File: src/rtl/slurm16_memory_arbiter.sv
`default_nettype none
// ============================================================================
//  Module   : slurm16_memory_arbiter
//  Purpose  : Shares one single-port 16-bit SRAM between the CPU (port 0) and
//             up to three other bus masters. Round-robin arbitration with
//             burst ownership: the owner keeps the bus while it holds valid,
//             for at most MAX_BURST accesses per ownership.
//  Revision : 1.0 - initial release
// ----------------------------------------------------------------------------
//  Ports
//    clk_i           clock
//    rstb_i          synchronous active-low reset
//    req_valid_i     [NREQ]          request pending, held until accepted
//    req_wr_i        [NREQ]          1 = write, 0 = read
//    req_address_i   [NREQ*ADDR]     packed, requester k at [k*ADDR +: ADDR]
//    req_wdata_i     [NREQ*BITS]     packed write data
//    req_ready_o     [NREQ]          access accepted this cycle (combinational)
//    rdata_o         [BITS]          read data, pass-through of sram_rdata_i
//    rdata_valid_o   [NREQ]          rdata_o belongs to requester k this cycle
//    sram_address_o  [ADDR]          SRAM address of the current access
//    sram_wdata_o    [BITS]          SRAM write data
//    sram_wr_o                       SRAM write strobe
//    sram_rdata_i    [BITS]          SRAM read data, one cycle after address
// ============================================================================
module slurm16_memory_arbiter #(
  parameter int BITS         = 16,
  parameter int ADDRESS_BITS = 16,
  parameter int NREQ         = 4,
  parameter int MAX_BURST    = 8
) (
  input  logic                         clk_i,
  input  logic                         rstb_i,
  input  logic [NREQ-1:0]              req_valid_i,
  input  logic [NREQ-1:0]              req_wr_i,
  input  logic [NREQ*ADDRESS_BITS-1:0] req_address_i,
  input  logic [NREQ*BITS-1:0]         req_wdata_i,
  output logic [NREQ-1:0]              req_ready_o,
  output logic [BITS-1:0]              rdata_o,
  output logic [NREQ-1:0]              rdata_valid_o,
  output logic [ADDRESS_BITS-1:0]      sram_address_o,
  output logic [BITS-1:0]              sram_wdata_o,
  output logic                         sram_wr_o,
  input  logic [BITS-1:0]              sram_rdata_i
);

  localparam logic [0:0] ST_IDLE = 1'b0;
  localparam logic [0:0] ST_OWN  = 1'b1;

  localparam logic [3:0] BURST_LAST = 4'(MAX_BURST - 1);

  logic [0:0]      state_q, state_d;
  logic [1:0]      owner_q, owner_d;
  logic [1:0]      last_q, last_d;
  logic [3:0]      burst_cnt_q, burst_cnt_d;
  logic [NREQ-1:0] rdata_valid_q, rdata_valid_d;

  logic            acc;
  logic            burst_limit;
  logic [2:0]      pick_idle;
  logic [2:0]      pick_other;

  // Round-robin search starting just after 'base'. Result is {found, index}.
  // Scanning from the far end lets the nearest candidate overwrite the rest.
  function automatic logic [2:0] pick(input logic [NREQ-1:0] valid,
                                      input logic [1:0]      base,
                                      input logic            excl,
                                      input logic [1:0]      skip);
    logic [2:0] r;
    logic [1:0] k;
    r = 3'b000;
    for (int i = 4; i >= 1; i--) begin
      k = base + 2'(i);
      if (valid[k] && !(excl && (k == skip))) begin
        r = {1'b1, k};
      end
    end
    return r;
  endfunction

  assign acc         = (state_q == ST_OWN) && req_valid_i[owner_q];
  assign burst_limit = (burst_cnt_q == BURST_LAST);

  // A fresh grant scans from last_q; a hand-over scans from the outgoing
  // owner, which also becomes 'last', and never re-picks it.
  assign pick_idle  = pick(req_valid_i, last_q, 1'b0, owner_q);
  assign pick_other = pick(req_valid_i, owner_q, 1'b1, owner_q);

  // State register
  always_ff @(posedge clk_i) begin
    if (!rstb_i) begin
      state_q       <= ST_IDLE;
      owner_q       <= 2'd0;
      last_q        <= 2'd3;
      burst_cnt_q   <= 4'd0;
      rdata_valid_q <= '0;
    end else begin
      state_q       <= state_d;
      owner_q       <= owner_d;
      last_q        <= last_d;
      burst_cnt_q   <= burst_cnt_d;
      rdata_valid_q <= rdata_valid_d;
    end
  end

  // Next-state logic
  always_comb begin
    state_d       = state_q;
    owner_d       = owner_q;
    last_d        = last_q;
    burst_cnt_d   = burst_cnt_q;
    rdata_valid_d = '0;

    if (acc && !req_wr_i[owner_q]) begin
      rdata_valid_d[owner_q] = 1'b1;
    end

    case (state_q)
      ST_IDLE: begin
        if (|req_valid_i) begin
          state_d     = ST_OWN;
          owner_d     = pick_idle[1:0];
          burst_cnt_d = 4'd0;
        end
      end
      ST_OWN: begin
        if (acc) begin
          if (burst_limit) begin
            // Burst exhausted: hand over without a bubble if anyone waits,
            // otherwise the same owner starts a new burst.
            last_d      = owner_q;
            burst_cnt_d = 4'd0;
            if (pick_other[2]) begin
              owner_d = pick_other[1:0];
            end
          end else begin
            burst_cnt_d = burst_cnt_q + 4'd1;
          end
        end else begin
          last_d      = owner_q;
          burst_cnt_d = 4'd0;
          if (pick_other[2]) begin
            owner_d = pick_other[1:0];
          end else begin
            state_d = ST_IDLE;
          end
        end
      end
      default: begin
        state_d = ST_IDLE;
      end
    endcase
  end

  // Output logic
  always_comb begin
    req_ready_o    = '0;
    sram_address_o = '0;
    sram_wdata_o   = '0;
    sram_wr_o      = 1'b0;
    if (acc) begin
      req_ready_o[owner_q] = 1'b1;
      sram_address_o       = req_address_i[owner_q*ADDRESS_BITS +: ADDRESS_BITS];
      sram_wdata_o         = req_wdata_i[owner_q*BITS +: BITS];
      sram_wr_o            = req_wr_i[owner_q];
    end
  end

  assign rdata_o       = sram_rdata_i;
  assign rdata_valid_o = rdata_valid_q;

endmodule
`default_nettype wire

File: config.mk
export PLATFORM = sky130hd
export DESIGN_NAME = slurm16_memory_arbiter
export DESIGN_NICKNAME = d
export VERILOG_FILES = /design/src/rtl/slurm16_memory_arbiter.sv
export SDC_FILE = /design/constraint.sdc
export NUM_CORES = 1
export LEC_CHECK = 0
export CAP_MARGIN = 10
export CORE_UTILIZATION = 30
export CTS_BUF_LIST = sky130_fd_sc_hd__clkbuf_8 sky130_fd_sc_hd__clkbuf_16
export CTS_CLUSTER_SIZE = 20
export DETAILED_ROUTE_END_ITERATION = 10
export MAX_ROUTING_LAYER = met4
export PLACE_DENSITY_LB_ADDON = 0.25
export SLEW_MARGIN = 40
export SYNTH_ARGS = -nofsm -noshare
export SYNTH_HDL_FRONTEND = slang
export SYNTH_SLANG_ARGS = --single-unit
File: constraint.sdc
create_clock -name clk_i -period 2.9 [get_ports clk_i]
set_clock_uncertainty 0.1 [all_clocks]
set_input_delay 0.29 -clock clk_i [delete_from_list [all_inputs] [get_ports clk_i]]
set_output_delay 0.29 -clock clk_i [all_outputs]
set_load 0.01 [all_outputs]
# Word-level counts from Yosys, hierarchy flattened
# Index checks and enable logic that the tools add are counted.
# totals
register_bits	13
in_bits	154
out_inout_bits	57
word_cells	91
# classes
add_sub_neg	7
magnitude_cmp	9
eq_ne	7
shift	2
mux	46
bitwise_logic	1
n_reduce_logical	14
# op_table
op	n
$shiftx A64 B7 Y16	2
$mux W16	2
$lt A2 B3 Y1 const B	8
$mux W2	10
$bmux W1 S2	9
$mux W4	4
$mux W1	14
$mux W3	3
$add A2 B2 Y2 const B	4
$pmux W4 S2	1
$eq A2 B2 Y1	3
$logic_and A1 B1 Y1	6
$reduce_and A2 Y1	3
$add A2 B1 Y2 const B	2
$add A4 B1 Y4 const B	1
$eq A4 B3 Y1 const B	1
$logic_not A1 Y1	4
$pmux W2 S2	1
$reduce_or A4 Y1	1
$ne A3 B2 Y1 const B	1
$demux W1 S2	1
$ge A2 B1 Y1 const B	1
$ne A2 B1 Y1 const B	1
$ne A2 B2 Y1 const B	1
2 further kinds	2

# Depth between registers and ports, before layout
# Gate-level depths: netlist of run 1.
# logic_depth
ltp_word	11
ltp_mapped	9

# Least setup slack after synthesis of run 1
# Ideal clock, no wire load.
# synth_path
kind	reg-to-reg
startpoint	register owner_q[1]
endpoint	register owner_q[0]
arrival_time_ps	2186
required_time_ps	2726
path_slack_ps	540
stages_incl_launch_ff	9
path_buffers	3
period_less_slack_ps	2360
path_cell_list	dfxtp_1 buf_6 buf_2 buf_1 inv_2 ha_1 o311ai_1 mux2_1 a31oi_1
# synth_via
elab_chain_cells	11
word_cells_on_any_way	30
classes_between	add/sub (3); eq/ne (4); mux (15); reduce/logical (8)
# synth_rtl
item	line_no	rtl
start, declared	52	logic [1:0] owner_q, owner_d;
start signal, assigned	98	owner_q <= owner_d;
$add A2 B2 Y2	72	k = base + 2'(i);
$bmux W1 S2 or $eq A2 B2 Y1 (tied branches)	73	if (valid[k] && !(excl && (k == skip))) begin
$mux W1 (not written as such) or $logic_not A1 Y1 (tied branches)	73	
$logic_and A1 B1 Y1	73	
$mux W3 (3 in a row)	73	
$mux W2	132, 141	
$mux W2	127	if (burst_limit) begin
$mux W2	126	if (acc) begin
$pmux W2 S2	117	case (state_q)
# Several ways; a longest one is shown, not always the timed one. The select of a mux whose other input is x is not followed.
# A chain may end at the register's enable or synchronous reset.

# Worst setup path after layout of run 1
# layout_path
startpoint	input port req_valid_i[3]
endpoint	output port req_ready_o[1]
# layout_via
elab_chain_cells	4
# layout_rtl
item	line_no	rtl
start, declared	33	input logic [NREQ-1:0] req_valid_i,
$bmux W1 S2	-	
$mux W1 (not written as such)	80	assign acc = (state_q == ST_OWN) && req_valid_i[owner_q];
$logic_and A1 B1 Y1	80	
$mux W4	160	if (acc) begin
end, declared	37	output logic [NREQ-1:0] req_ready_o,
# No other way between the ends. The select of a mux whose other input is x is not followed.

==> results.yml, run 1 <==
run_status:
  outcome: "complete, but fails checks"
  failed_checks: "design-rule violations"
cells_and_area:
  fin_nets: 517
  syn2layout_area_growth_pct: 87.7
  drive_gt1_share_pct: 15.7
  utilization_pct: 59.2
  n_antenna_cell: 0
synth:
  synthTopCellsByArea: "mux4_2 38%, dfxtp_1 13%, and3_1 11%, buf_4 6.3%, ha_1 3.1%"
  syn_inst: 202
  synth_fp_nets: 361
  synth-edff-count: 0
  dominantRegCellSynth: "dfxtp_1"
  async_reset_ff_share_pct: 0
  synth_common_cells: "37 x and3_1, 34 x mux4_2, 17 x buf_4"
  yosysTopAreaCell: "mux4_2"
  synth_area_um2: 2040
  synth_seq_area_share_pct: 12.8
  synthMostInstantiatedCell: "and3_1"
  synthDominantCellAreaShare_pct: 37.6
  yosys_warnings: 0
  synth_area_per_cell_um2: 10.1
  ys_types: 46
  synth-seq-cells: 13
global_route:
  first_global_vias: 2359
  track_usage_pct: 24.5
  antenna_found_initial: 0
  grt_max_degree: 41
  gr-total-overflow: 0
  grt_pass1_wl_mm: 13.2
detailed_routing:
  drt_first_pass_iters: 8
  vias: 2409
  remaining_drc_errors: 15
  wire_per_inst_um: 19.8
  drt-initial-drc-count: 111
  drt-vias-per-instance: 5.55
  antenna_left: 0
  wirelength_mm: 8.61
power:
  power.density_nw_per_um2: 285
  leakage_nw: 1.50
  seq_power_share_pct: 18.5
  power.net_switching_mw: 0.348
  comb_power_share_pct: 66.7
  ir_drop_v: 0.000212
  swShare_pct: 31.9
  p_int_mw: 0.743
  clockPowerShare_pct: 14.9
worst_setup_path:
  timing.rr.end: "owner_q[0]"
  arrival_ns: 2.30
  crit_type: "in -> out"
  critPathMaxFanout: 40
  reg2reg_from: "owner_q[1]"
  endpoint_kind: "output port"
  rrSetupSlack_ns: 0.63
  worstRegToRegCells: 7
  worstPathRequired_ns: 2.51
  start_kind: "primary input"
min_path:
  hold_path.class: "reg -> reg"
  hold_path_end: "burst_cnt_q[3]"
  hp-start: "burst_cnt_q[3]"
  min_delay_path_depth: 2
sta:
  finalSetupViolCount: 0
  min_period_ns: 2.69
  hold_violations: 0
  setup_tns_ns: 0
  fmax_mhz: 371
  max_slew_margin_pct: 53.6
  report.final.slew_viol_count: 0
  holdWs_ns: 0.425
  fin_crit_sh_pct: 92.8
  tightest_slew_ns: 0.690
  rsz0062_at_grt: "no"
  fin_ws_ns: 0.208
clock_tree:
  cts_inserted_buffers: 3
  cts.htree.levels: 1
  cts_sinks: 13
  cts_hold_buf: 0
  cts_root_buffer: "clkbuf_8"
  path_clk_slew_ns: 0.06
  postCtsSetupBuffers: 0
  clock_latency_ns: 0.24
  cts_buffer_depth: 2
  cts_tree: "built"
  cts_resized: 0
die:
  die_area_um2: 7120
  io_pins: 211
  row_count: 29
  initial_utilization_pct: 31.5
  fp.dieW_um: 84.4
  coreArea_um2: 6460
  fp.dieH_um: 84.4
placed_design:
  port_buffers: 178
  place.gp.congestion: 0.872
  pre_cts_ws_ns: 0.205
  dp_hpwl_mm: 6.90
flow_run:
  cap_viol_max_count: 0
==> worst max-delay path, stage by stage <==
cell	delay, ns
clkdlybuf4s50_1	0.41
mux4_2	0.78
and3_1	0.32
clkdlybuf4s50_1	0.47
==> kinds of logic after synthesis <==
group           after synthesis  share of synthesized area [%]
compound gates               22                           7.86
xor+xnor                      2                          0.860
fa+ha+maj                     5                           3.07
buf+inv                      42                           12.2
flops                        13                           12.8
mux                          42                           42.0
simple gates                 76                           21.3
==> worst max path at each step <==
stage	from	endpoint	slack, ns	depth (start not counted)
3_5_place_dp	req_valid_i[3]	sram_wdata_o[11]	0.20	4
4_1_cts	req_valid_i[3]	sram_wdata_o[11]	0.20	4
6_report	req_valid_i[3]	req_ready_o[1]	0.21	4
5_1_grt	req_valid_i[1]	sram_wdata_o[7]	0.13	4
2_1_floorplan	owner_q[1]	owner_q[0]	0.54	8
3_3_place_gp	req_valid_i[3]	sram_wdata_o[11]	0.20	4
==> layout by cell type, fill, tap and decap left out, types with 2 or more instances in the layout <==
cell             Yosys  routed
and3_1              37      37
a21oi_1              3       3
nand2b_1             3       3
clkbuf_8             0       3
buf_4               17       9
inv_2                2       2
mux2_1               2       2
dfxtp_2              0       2
a211oi_1             2       2
nand2_1              8       8
ha_1                 5       5
inv_1                3       3
mux2i_1              4       4
nor2_1              11      11
nand3_1              3       3
nor3_1               2       2
mux4_2              34      34
clkdlybuf4s50_1      0     178
o21ai_1              3       3
o211ai_1             2       2
o21ai_0              2       2
dfxtp_1             13      11
and2_1               5       5
==> power by group through the flow <==
stage,Clock [mW],Combinational (mW),Sequential [mW]
2_1_floorplan,0,0.398,0.201
3_3_place_gp,0,0.724,0.206
3_5_place_dp,0,0.730,0.205
4_1_cts,0.169,0.735,0.201
5_1_grt,0.180,0.780,0.204
6_report,0.162,0.727,0.201
==> flip-flops by register name, indices dropped and copies added, names as in the netlist <==
name / count
state_q: 1
last_q: 2
burst_cnt_q: 4
rdata_valid_o: 4
owner_q: 2
==> layout make-up <==
cell class | count | area [um^2]
fill | 579 | 2640
timing repair buffer | 188 | 1870
multi-input combinational | 147 | 1530
sequential | 13 | 263
tap | 77 | 96.3
clock buffer | 3 | 41.3
inverter | 5 | 18.8
clock inverter | 1 | 5.00
==> layer usage <==
layer  up-vias  track usage (%)  share of wire [%]  wire length, um
met4         0             7.40                3.1              264
met1      1158             29.5                 39             3350
met2       141             40.9                 48             4160
li1       1080                -                  -                -
met3        30             5.70                9.8              842
met5         -                -                  0                0
==> through the flow <==
stage          instances  total power [mW]  instance area [um^2]
2_1_floorplan        202             0.599                  2040
3_3_place_gp         430             0.929                  3780
3_5_place_dp         430             0.935                  3780
4_1_cts              434              1.11                  3820
5_1_grt              434              1.16                  3820
6_report             434              1.09                  3820
Power figures use the tool's default switching activity.
==> run 2, diff against run 1 <==
- REMOVE_ABC_BUFFERS: default -> 1
==> results.yml, run 2 (synthesis gave the netlist of run 1 again) <==
global_route:
  antenna_found_initial: 0
  track_usage_pct: 24.6
  grt_pass1_wl_mm: 13.1
  grt_max_degree: 51
  gr-total-overflow: 0
  first_global_vias: 2484
sta:
  setup_tns_ns: 0
  tightest_slew_ns: 0.777
  finalSetupViolCount: 0
  max_slew_margin_pct: 47.8
  report.final.slew_viol_count: 0
  min_period_ns: 2.73
  rsz0062_at_grt: "no"
  hold_violations: 0
  fmax_mhz: 366
  fin_crit_sh_pct: 94.1
cells_and_area:
  fillers: 571
  layout_common_cells: "178 x clkdlybuf4s50_1, 37 x and3_1, 34 x mux4_2"
  n_antenna_cell: 0
  fin_nets: 515
  regArea_um2: 263
  fin_area_um2: 3820
  multi_input_area_um2: 1530
  drive_gt1_share_pct: 14.9
  syn2layout_area_growth_pct: 87.5
  final_common_cell: "clkdlybuf4s50_1"
detailed_routing:
  wirelength_mm: 8.36
  vias: 2324
  drt_first_pass_iters: 8
  antenna_left: 0
  drt-initial-drc-count: 100
  remaining_drc_errors: 12
  wire_per_inst_um: 19.4
  drt-vias-per-instance: 5.38
placed_design:
  place.gp.congestion: 0.831
  dp_hpwl_mm: 6.72
  port_buffers: 178
  place_area_um2: 3770
worst_setup_path:
  worstRegToRegCells: 6
  timing.rr.end: "owner_q[0]"
  critPathMaxFanout: 40
  crit_type: "in -> out"
  rrSetupSlack_ns: 0.52
  start_kind: "primary input"
  reg2reg_from: "owner_q[0]"
  arrival_ns: 2.34
  endpoint_kind: "output port"
  worstPathRequired_ns: 2.51
clock_tree:
  path_clk_slew_ns: 0.05
  cts_tree: "built"
  cts_sinks: 13
  cts_root_buffer: "clkbuf_8"
  cts_resized: 0
  cts_hold_buf: 0
  cts.htree.levels: 1
  clock_latency_ns: 0.24
  cts_buffer_depth: 2
  cts_inserted_buffers: 3
  postCtsSetupBuffers: 0
die:
  row_count: 29
  fp.dieH_um: 84.4
  die_area_um2: 7120
  initial_utilization_pct: 31.5
  io_pins: 211
  coreArea_um2: 6460
  fp.dieW_um: 84.4
run_status:
  outcome: "complete, but fails checks"
  failed_checks: "design-rule violations"
min_path:
  min_delay_path_depth: 2
  hold_path_end: "burst_cnt_q[3]"
  hp-start: "burst_cnt_q[3]"
  hold_path.class: "reg -> reg"
power:
  ir_drop_v: 0.000157
  total_power_mw: 1.09
  power.density_nw_per_um2: 285
  leakage_nw: 1.49
flow_run:
  cap_viol_max_count: 0
## run 2: cell types whose count changed in the layout (fill, tap and decap cells not counted), sizes merged
cell    change
buf         -2
clkinv      -1
inv         +1
## run 2: worst max path at each step
stage	start	endpoint	slack, ns
floorplan	owner_q[0]	owner_q[1]	-0.49
global placement	req_valid_i[3]	sram_address_o[3]	0.20
detailed placement	req_valid_i[1]	sram_wdata_o[6]	0.17
CTS	req_valid_i[1]	sram_wdata_o[6]	0.18
global route	req_valid_i[1]	sram_wdata_o[14]	0.07
finish	req_valid_i[1]	sram_wdata_o[6]	0.17
## run 2: per-stage QoR
step	setup WS (ns)	instances	util, %	hold WS (ns)
after floorplan	-0.486	165	-	0.252
after detailed placement	0.173	428	58.4	0.422
after global placement	0.202	428	58.4	0.394
after CTS	0.176	432	59.1	0.448
final	0.171	432	59.1	0.441
after global routing	0.0709	432	59.1	0.480
## run 2: area by class of cell
| class | instances | share of cell area (%) |
|---|---|---|
| Multi-Input combinational cell | 147 | 40.0 |
| Inverter | 5 | 0.491 |
| Clock buffer | 3 | 1.08 |
| Tap cell | 77 | 2.52 |
| Timing Repair Buffer | 186 | 48.9 |
| Clock inverter | 1 | 0.0983 |
| Sequential cell | 13 | 6.88 |
## run 2: critical path: stages
cell and delay, ns:
clkdlybuf4s50_1 0.49, mux4_2 0.70, and3_1 0.30, clkdlybuf4s50_1 0.55
## run 2: routing by layer
layer	share of wire (%)	track usage [%]
met5	0	-
met4	1.4	5.70
met3	13	9.24
met2	47	40.8
met1	38	28.5
## run 2: report_power, final
| group | switching, mW | internal, mW | total (mW) |
|---|---|---|---|
| clock | 0.0664 | 0.0935 | 0.160 |
| sequential | 0.0121 | 0.190 | 0.202 |
| combinational | 0.267 | 0.459 | 0.726 |
==> run 3, diff against run 2 <==
- CORE_AREA: default -> 2 2 81 83
- CORE_UTILIZATION: 30 -> default
- DIE_AREA: default -> 0 0 83 85
- DONT_BUFFER_PORTS: default -> 1
==> results.yml, run 3 (synthesis gave the netlist of run 1 again) <==
run_status:
  outcome: "complete, no violations"
cells_and_area:
  fin_area_um2: 1990
  utilization_pct: 32.1
  stdcell_count: 253
  syn2layout_area_growth_pct: -2.09
  fillers: 636
  multi_input_area_um2: 1530
  layout_common_cells: "37 x and3_1, 34 x mux4_2, 11 x nor2_1, 11 x dfxtp_1, 8 x nand2_1"
  fin_nets: 334
  final_common_cell: "and3_1"
  regArea_um2: 263
  drive_gt1_share_pct: 28.7
clock_tree:
  path_clk_slew_ns: 0.06
  cts_sinks: 13
  cts_inserted_buffers: 3
  cts_resized: 0
  postCtsSetupBuffers: 0
  clock_latency_ns: 0.24
  cts_tree: "built"
  cts.htree.levels: 1
  cts_buffer_depth: 2
  cts_root_buffer: "clkbuf_8"
  cts_hold_buf: 0
placed_design:
  place_area_um2: 1940
  dp.cells: 247
  place.gp.congestion: 0.996
  port_buffers: 0
  dp_hpwl_mm: 6.85
flow_run:
  cap_viol_max_count: 0
global_route:
  grt_max_degree: 50
  antenna_found_initial: 2
  first_global_vias: 1778
  grt_pass1_wl_mm: 11.6
  gr-total-overflow: 0
  track_usage_pct: 22.7
sta:
  report.final.slew_viol_count: 0
  holdWs_ns: 0.00691
  max_slew_margin_pct: 50.8
  hold_violations: 0
  tightest_slew_ns: 0.732
  setup_tns_ns: 0
  finalSetupViolCount: 0
  fin_crit_sh_pct: 75.7
  rsz0062_at_grt: "no"
  fmax_mhz: 455
  min_period_ns: 2.20
detailed_routing:
  vias: 1687
  drt-vias-per-instance: 6.67
  wire_per_inst_um: 31.9
  drt-initial-drc-count: 69
  drt_first_pass_iters: 4
  antenna_left: 0
  wirelength_mm: 8.07
  remaining_drc_errors: 0
worst_setup_path:
  endpoint_kind: "output port"
  crit_type: "reg -> out"
  arrival_ns: 1.81
  worstPathRequired_ns: 2.51
  critPathMaxFanout: 26
  start_kind: "register"
die:
  row_count: 29
  fp.dieW_um: 83
  initial_utilization_pct: 32.8
  die_area_um2: 7060
  coreArea_um2: 6200
  fp.dieH_um: 85
  io_pins: 211
power:
  ir_drop_v: 0.000300
  leakage_nw: 0.795
  power.density_nw_per_um2: 394
min_path:
  hold_path.class: "in -> reg"
-- run 3: power breakdown --
group / internal, mW / leakage, nW / switching, mW
clock network: 0.0935 / 0.0269 / 0.0689
logic: 0.209 / 0.661 / 0.211
registers: 0.190 / 0.107 / 0.0144
-- run 3: worst max-delay path, cell delays in order (launching register included) --
cell and delay [ns]:
dfxtp_2 0.37, buf_4 0.38, mux4_2 0.55, and3_1 0.25
-- run 3: metrics by stage --
step | power, mW | setup slack [ns]
after global placement | 0.626 | 0.808
after floorplan | 0.554 | -0.486
after CTS | 0.795 | 0.673
after detailed placement | 0.630 | 0.761
final | 0.786 | 0.704
after global routing | 0.835 | 0.599
-- run 3: worst paths after layout --
path,end,cells past startpoint,startpoint,slack (ns)
hold reg to reg,burst_cnt_q[2],2,burst_cnt_q[2],0.41
setup reg to reg,owner_q[0],5,owner_q[0],0.76
setup / recovery,sram_address_o[10],3,owner_q[0],0.70
hold / removal,last_q[0],1,rstb_i,0.007
-- run 3: per-layer routing --
layer / part of all wire [%] / wire length (um) / track usage, % / vias to the layer above
met5: 0 / 0 / - / -
met4: 2.0 / 161 / 4.77 / 0
met3: 16 / 1280 / 13.4 / 6
met2: 49 / 3930 / 38.2 / 156
met1: 33 / 2700 / 22.9 / 805
li1: - / - / - / 720
-- run 3: final cells by class --
cell class                      instances  share of cell area (%)
Timing Repair Buffer                    5                    1.88
Multi-Input combinational cell        147                    76.7
Clock inverter                          1                   0.188
Inverter                                5                   0.941
Sequential cell                        13                    13.2
Clock buffer                            3                    2.07
Tap cell                               77                    4.83
Antenna cell                            2                   0.251
